File: config.mk
export PLATFORM = sky130hd
export DESIGN_NAME = axis_packet_arbiter
export DESIGN_NICKNAME = d
export VERILOG_FILES = /design/src/rtl/axis_arb_pkg.sv /design/src/rtl/axis_reg_slice.sv /design/src/rtl/axis_packet_arbiter.sv
export SDC_FILE = /design/constraint.sdc
export NUM_CORES = 1
export LEC_CHECK = 0
export ABC_AREA = 0
export CORE_ASPECT_RATIO = 1.5
export CORE_MARGIN = 1.5
export CORE_UTILIZATION = 34
export CTS_CLUSTER_DIAMETER = 40
export CTS_CLUSTER_SIZE = 12
export DETAILED_ROUTE_END_ITERATION = 10
export GPL_TIMING_DRIVEN = 0
export HOLD_SLACK_MARGIN = 0.08
export PLACE_DENSITY = 0.75
export SLEW_MARGIN = 25
export SYNTH_ARGS = -nofsm -noshare
export SYNTH_HDL_FRONTEND = slang
export SYNTH_SLANG_ARGS = --single-unit
File: constraint.sdc
create_clock -name ACLK -period 1.7 [get_ports ACLK]
set_clock_uncertainty 0.2 [all_clocks]
set_input_delay 0.34 -clock ACLK [delete_from_list [all_inputs] [get_ports ACLK]]
set_output_delay 0.34 -clock ACLK [all_outputs]
set_load 0.005 [all_outputs]
File: src/rtl/axis_arb_pkg.sv
// Shared types and the round-robin pick helper for the packet arbiter.
//   arb_state_t : arbiter FSM state (idle/arbitrate, packet in progress)
//   rr_pick     : first set request bit above 'last', wrapping modulo n
package axis_arb_pkg;

  localparam int unsigned MAX_SRC = 16;
  localparam int unsigned PICK_W  = 4;

  typedef enum logic {ARB_IDLE = 1'b0, ARB_BUSY = 1'b1} arb_state_t;

  // Search upward from last+1, wrapping at n. Returns 'last' when req is empty.
  function automatic logic [PICK_W-1:0] rr_pick(
    input logic [MAX_SRC-1:0] req,
    input logic [PICK_W-1:0]  last,
    input int unsigned        n
  );
    logic [PICK_W-1:0] pick;
    logic              found;
    int unsigned       idx;
    pick  = last;
    found = 1'b0;
    for (int unsigned k = 1; k <= MAX_SRC; k++) begin
      idx = (32'(last) + k) % n;
      if (!found && (k <= n) && req[PICK_W'(idx)]) begin
        pick  = PICK_W'(idx);
        found = 1'b1;
      end
    end
    return pick;
  endfunction

endpackage

File: src/rtl/axis_reg_slice.sv
// One-entry valid/ready register slice with full throughput.
//   clk, rst          : clock, asynchronous active-high reset
//   up_valid/up_ready : upstream handshake, up_data payload
//   dn_valid/dn_ready : downstream handshake, dn_data payload (registered)
module axis_reg_slice #(
  parameter int unsigned DATA_WIDTH = 32
) (
  input  logic                  clk,
  input  logic                  rst,
  input  logic                  up_valid,
  output logic                  up_ready,
  input  logic [DATA_WIDTH-1:0] up_data,
  output logic                  dn_valid,
  input  logic                  dn_ready,
  output logic [DATA_WIDTH-1:0] dn_data
);

  // Accept whenever the register is empty or being drained this cycle.
  assign up_ready = ~dn_valid | dn_ready;

  // Load wins over drain so back-to-back beats keep the register full.
  always_ff @(posedge clk or posedge rst) begin
    if (rst) begin
      dn_valid <= 1'b0;
      dn_data  <= '0;
    end else if (up_valid && up_ready) begin
      dn_valid <= 1'b1;
      dn_data  <= up_data;
    end else if (dn_ready) begin
      dn_valid <= 1'b0;
    end
  end

endmodule

File: src/rtl/axis_packet_arbiter.sv
// Packet-granular round-robin arbiter sharing one AXI-stream sink among
// NUM_SRC sources. A granted source keeps the sink until its TLAST beat is
// accepted; one idle arbitration cycle separates packets.
//   ACLK, ARESET       : clock, asynchronous active-high reset
//   S_T*               : per-source streams, source i at slice i
//   M_T*               : registered shared output stream
//   SRC_EN             : enable mask, only consulted while arbitrating
//   GRANT_IDX          : current or most recently granted source
//   BUSY               : a packet is in progress
module axis_packet_arbiter
  import axis_arb_pkg::*;
#(
  parameter int unsigned NUM_SRC    = 2,
  parameter int unsigned DATA_WIDTH = 32
) (
  input  logic                                ACLK,
  input  logic                                ARESET,
  input  logic [NUM_SRC*DATA_WIDTH-1:0]       S_TDATA,
  input  logic [NUM_SRC*(DATA_WIDTH/8)-1:0]   S_TKEEP,
  input  logic [NUM_SRC-1:0]                  S_TLAST,
  input  logic [NUM_SRC-1:0]                  S_TVALID,
  output logic [NUM_SRC-1:0]                  S_TREADY,
  output logic [DATA_WIDTH-1:0]               M_TDATA,
  output logic [DATA_WIDTH/8-1:0]             M_TKEEP,
  output logic                                M_TLAST,
  output logic                                M_TVALID,
  input  logic                                M_TREADY,
  input  logic [NUM_SRC-1:0]                  SRC_EN,
  output logic [$clog2(NUM_SRC)-1:0]          GRANT_IDX,
  output logic                                BUSY
);

  localparam int unsigned KEEP_W = DATA_WIDTH / 8;
  localparam int unsigned IDX_W  = $clog2(NUM_SRC);
  localparam int unsigned PAY_W  = DATA_WIDTH + KEEP_W + 1;

  arb_state_t          state_q, state_d;
  logic [IDX_W-1:0]    grant_q, grant_d;
  logic [IDX_W-1:0]    last_q, last_d;
  logic [MAX_SRC-1:0]  req_ext;
  logic [PICK_W-1:0]   pick;

  logic [DATA_WIDTH-1:0] sel_data;
  logic [KEEP_W-1:0]     sel_keep;
  logic                  sel_last;
  logic                  sel_valid;
  logic                  slice_valid;
  logic                  slice_ready;
  logic [PAY_W-1:0]      slice_out;

  // Requests seen by the arbiter, widened for the shared pick helper.
  always_comb begin
    req_ext = MAX_SRC'(S_TVALID & SRC_EN);
    pick    = rr_pick(req_ext, PICK_W'(last_q), NUM_SRC);
  end

  // Grant mux: route the granted source towards the output slice.
  always_comb begin
    sel_data  = '0;
    sel_keep  = '0;
    sel_last  = 1'b0;
    sel_valid = 1'b0;
    for (int unsigned i = 0; i < NUM_SRC; i++) begin
      if (grant_q == IDX_W'(i)) begin
        sel_data  = S_TDATA[i*DATA_WIDTH +: DATA_WIDTH];
        sel_keep  = S_TKEEP[i*KEEP_W +: KEEP_W];
        sel_last  = S_TLAST[i];
        sel_valid = S_TVALID[i];
      end
    end
  end

  // Next-state, grant bookkeeping and source ready.
  always_comb begin
    state_d     = state_q;
    grant_d     = grant_q;
    last_d      = last_q;
    S_TREADY    = '0;
    slice_valid = 1'b0;
    case (state_q)
      ARB_IDLE: begin
        if (req_ext != '0) begin
          grant_d = IDX_W'(pick);
          state_d = ARB_BUSY;
        end
      end
      ARB_BUSY: begin
        for (int unsigned i = 0; i < NUM_SRC; i++) begin
          if (grant_q == IDX_W'(i)) S_TREADY[i] = slice_ready;
        end
        slice_valid = sel_valid;
        // Packet ends on the accepted TLAST beat; it becomes the new RR origin.
        if (sel_valid && slice_ready && sel_last) begin
          state_d = ARB_IDLE;
          last_d  = grant_q;
        end
      end
      default: state_d = ARB_IDLE;
    endcase
  end

  // State registers; pointer resets to the top source so source 0 wins first.
  always_ff @(posedge ACLK or posedge ARESET) begin
    if (ARESET) begin
      state_q <= ARB_IDLE;
      grant_q <= '0;
      last_q  <= IDX_W'(NUM_SRC - 1);
    end else begin
      state_q <= state_d;
      grant_q <= grant_d;
      last_q  <= last_d;
    end
  end

  axis_reg_slice #(
    .DATA_WIDTH (PAY_W)
  ) u_out_slice (
    .clk      (ACLK),
    .rst      (ARESET),
    .up_valid (slice_valid),
    .up_ready (slice_ready),
    .up_data  ({sel_last, sel_keep, sel_data}),
    .dn_valid (M_TVALID),
    .dn_ready (M_TREADY),
    .dn_data  (slice_out)
  );

  assign {M_TLAST, M_TKEEP, M_TDATA} = slice_out;
  assign GRANT_IDX = grant_q;
  assign BUSY      = (state_q == ARB_BUSY);

endmodule

==> run summary <==
Fin util: 61.7%
Failing checks: setup timing
Maxcap violations: 0
Internal power: 4280 µW
Slowest stage delay, CP: 0.40 ns
Worst reg-to-reg setup slack: -0.14 ns
DRC Markers: 0
Fin crit share: 108%
Initial DRT Pass Iterations: 4
Async SR Flop Fraction: 100%
RSZ-0062 raised after global routing: yes
Syn avg cell area: 14.8 µm²
Vias in the first global route: 1,715
CP cell instances: buf_6 -> mux2_4 -> nand3_2 -> buf_8 -> buf_12 -> mux2_4
Kind of critical path: register to register
Fmax: 545 MHz
Clock-pin slew on the worst setup and hold paths: 0.08 ns
Largest area contributor in the netlist: dfrtp_1
Distinct cells, synth: 23
Cells after Synth: 144
Most used flip-flop cell after synthesis: dfrtp_1
Routed len/inst: 14.8 µm
Final ANT Viol Nets: 0
Total GRT Usage: 16.2%
Leakage: 0.00181 µW
Row count: 35
Clock Latency Late Sink: 0.29 ns
CTS Buf Count: 5
Total vias in the final route: 1,666
Min-Delay Path Class: input port to async pin
Sw Ratio: 28.2%
Vias/cell: 4.64
Pin count of the biggest net entering global routing: 25
Sequential share of the synthesized area: 48.2%
Die Span X: 67.6 µm
PortBufs: 122
Flop pwr share: 29.1%
Status: finished, violations left
Worst path required time: 1.67 ns
CP dominant cell by count: mux2_4
Initial core utilization: 35.0%
Cell with the most instances after synthesis: mux2_2
# H-tree levels: 2
Core area: 0.00609 mm²
Fill count: 520
# clock sinks: 41
NetSw: 1680 µW
CP max FO: 10
Post-synth top cells: mux2_2, dfrtp_1, mux2_4
Yosys warns: 0
Cts hold-fix bufs: 0
Synth Register Bits: 41
Pwr/cell area: 1590 mW/mm²
Initial antenna violation count: 0
Share of cells above drive strength 1: 34.7%
Root Buffer: clkbuf_8
First-pass GRT wire length: 8.21 mm
Arrival time worst endpoint: 1.81 ns
Net count after synthesis: 225
Detailed router's first-iteration violation count: 36
Final wirelength: 5.32 mm
Comb pwr share: 55.4%
Worst IR drop on VDD: 0.721 mV
Worst r2r src: GRANT_IDX
Critical Path Source Type: register
Remaining Overflow, GRT: 0
Synth-to-Final Area Change: 76.5%
Synth top area cells: dfrtp_1, mux2_2, mux2_4
Worst reg2reg path depth: 6
Min Hold Slack: 0.151 ns
Slew Limit Fails: 0
Top Ports: 123
Slowest stage cell, crit path: dfrtp_1
Share of the synthesized area in the top cell type: 47.0%
ANT cells: 0
Tmin final: 1.84 ns
DP Wirelength: 3.98 mm
PnR worst setup slack: -0.136 ns
# setup viols final: 36
Post-synth EDFFs: 0
Crit Reg-Reg Endpoint: u_out_slice.dn_data[31]
Final Hold Vio Count: 0
Clock buffer depth: 2
Die height: 99.9 µm
Worst Setup End Kind: register
Clk pwr share: 15.5%
GP Congestion: 0.787
CTS tree: yes
Worst-margin pin slew: 0.391 ns
Nets: 365
Max-Slew Margin vs Limit: 73.9%
Die footprint: 0.00676 mm²
Post-synthesis cell area: 0.00213 mm²
==> kinds of logic after synthesis <==
| group | after synthesis | share of synthesized area, % |
|---|---|---|
| muxes | 74 | 42.7 |
| DFF | 41 | 48.2 |
| and+or+nand+nor | 12 | 2.88 |
| buffers and inverters | 11 | 3.88 |
| AOI/OAI and AO/OA | 6 | 2.35 |
==> sequential cells by signal (all words and copies together) (netlist names) <==
| name | cells |
|---|---|
| BUSY | 1 |
| u_out_slice.dn_valid | 1 |
| u_out_slice.dn_data | 37 |
| GRANT_IDX | 1 |
| last_q | 1 |
==> worst max-delay path, delay by kind of cell, from the launching register on <==
family                 cells  cell delay [ns]
buffers and inverters      3             0.42
DFF                        1             0.40
and+or+nand+nor            1             0.10
muxes                      2             0.60
==> area by class of cell <==
cell class	count	area, µm²	area share (%)
Buffer	10	139	3.70
Inverter	1	3.75	0.0999
Tap cell	74	92.6	2.46
Sequential cell	41	1030	27.3
Clock inverter	3	65.1	1.73
Clock buffer	5	68.8	1.83
Timing Repair Buffer	133	1330	35.4
Multi-Input combinational cell	92	1030	27.5
==> power groups by stage <==
stage | logic [µW] | registers [µW] | clock network, µW
4_1_cts | 3330 | 1740 | 951
2_1_floorplan | 1690 | 1800 | 0
6_report | 3300 | 1740 | 924
5_1_grt | 3550 | 1800 | 995
3_5_place_dp | 3260 | 1750 | 0
3_3_place_gp | 3220 | 1740 | 0
==> routing by layer <==
metal	vias to the layer above	GRT usage (%)	part of all wire [%]
met4	0	5.18	1.1
met2	65	29.3	54
met1	801	18.4	38
met3	4	3.36	6.7
li1	796	-	-
met5	-	0	0
==> what timing repair did <==
action | CTS | global route
endpoints found under the hold margin | 0 | 0
gates cloned | 0 | 0
buffers inserted | 7 | 3
endpoints found under the setup margin | 61 | 56
gates resized for setup | 52 | 20
pin swaps | 1 | 0
==> through the flow <==
step | instance area (µm²) | cells | worst slack, ns | total power (µW) | TNS, ns
global route | 3760 | 359 | -0.170 | 6340 | -5.42
floorplan | 2130 | 144 | -0.106 | 3480 | -2.99
global placement | 3450 | 340 | -0.714 | 4960 | -46.08
CTS | 3690 | 356 | -0.122 | 6020 | -3.55
finish | 3760 | 359 | -0.136 | 5960 | -3.91
detailed placement | 3470 | 341 | -0.611 | 5020 | -17.87
==> cell usage in the layout, fill, tap and decap left out, types with 4 or more instances in the layout <==
cell / n
clkdlybuf4s50_1: 78
mux2_2: 41
dfrtp_1: 40
dlygate4sd2_1: 24
mux2_4: 21
dlymetal6s2s_1: 17
buf_4: 12
mux2_1: 12
clkbuf_8: 6
buf_12: 4
nand2_1: 4
==> how the worst max path moves through the flow <==
stage,end,cells after the start,from
3_5_place_dp,S_TREADY[1],4,M_TREADY
6_report,u_out_slice.dn_data[31],6,GRANT_IDX
2_1_floorplan,u_out_slice.dn_data[22],6,GRANT_IDX
3_3_place_gp,u_out_slice.dn_data[26],2,ARESET
5_1_grt,u_out_slice.dn_data[28],6,GRANT_IDX
4_1_cts,u_out_slice.dn_data[31],6,GRANT_IDX
Power figures use the tool's default switching activity.
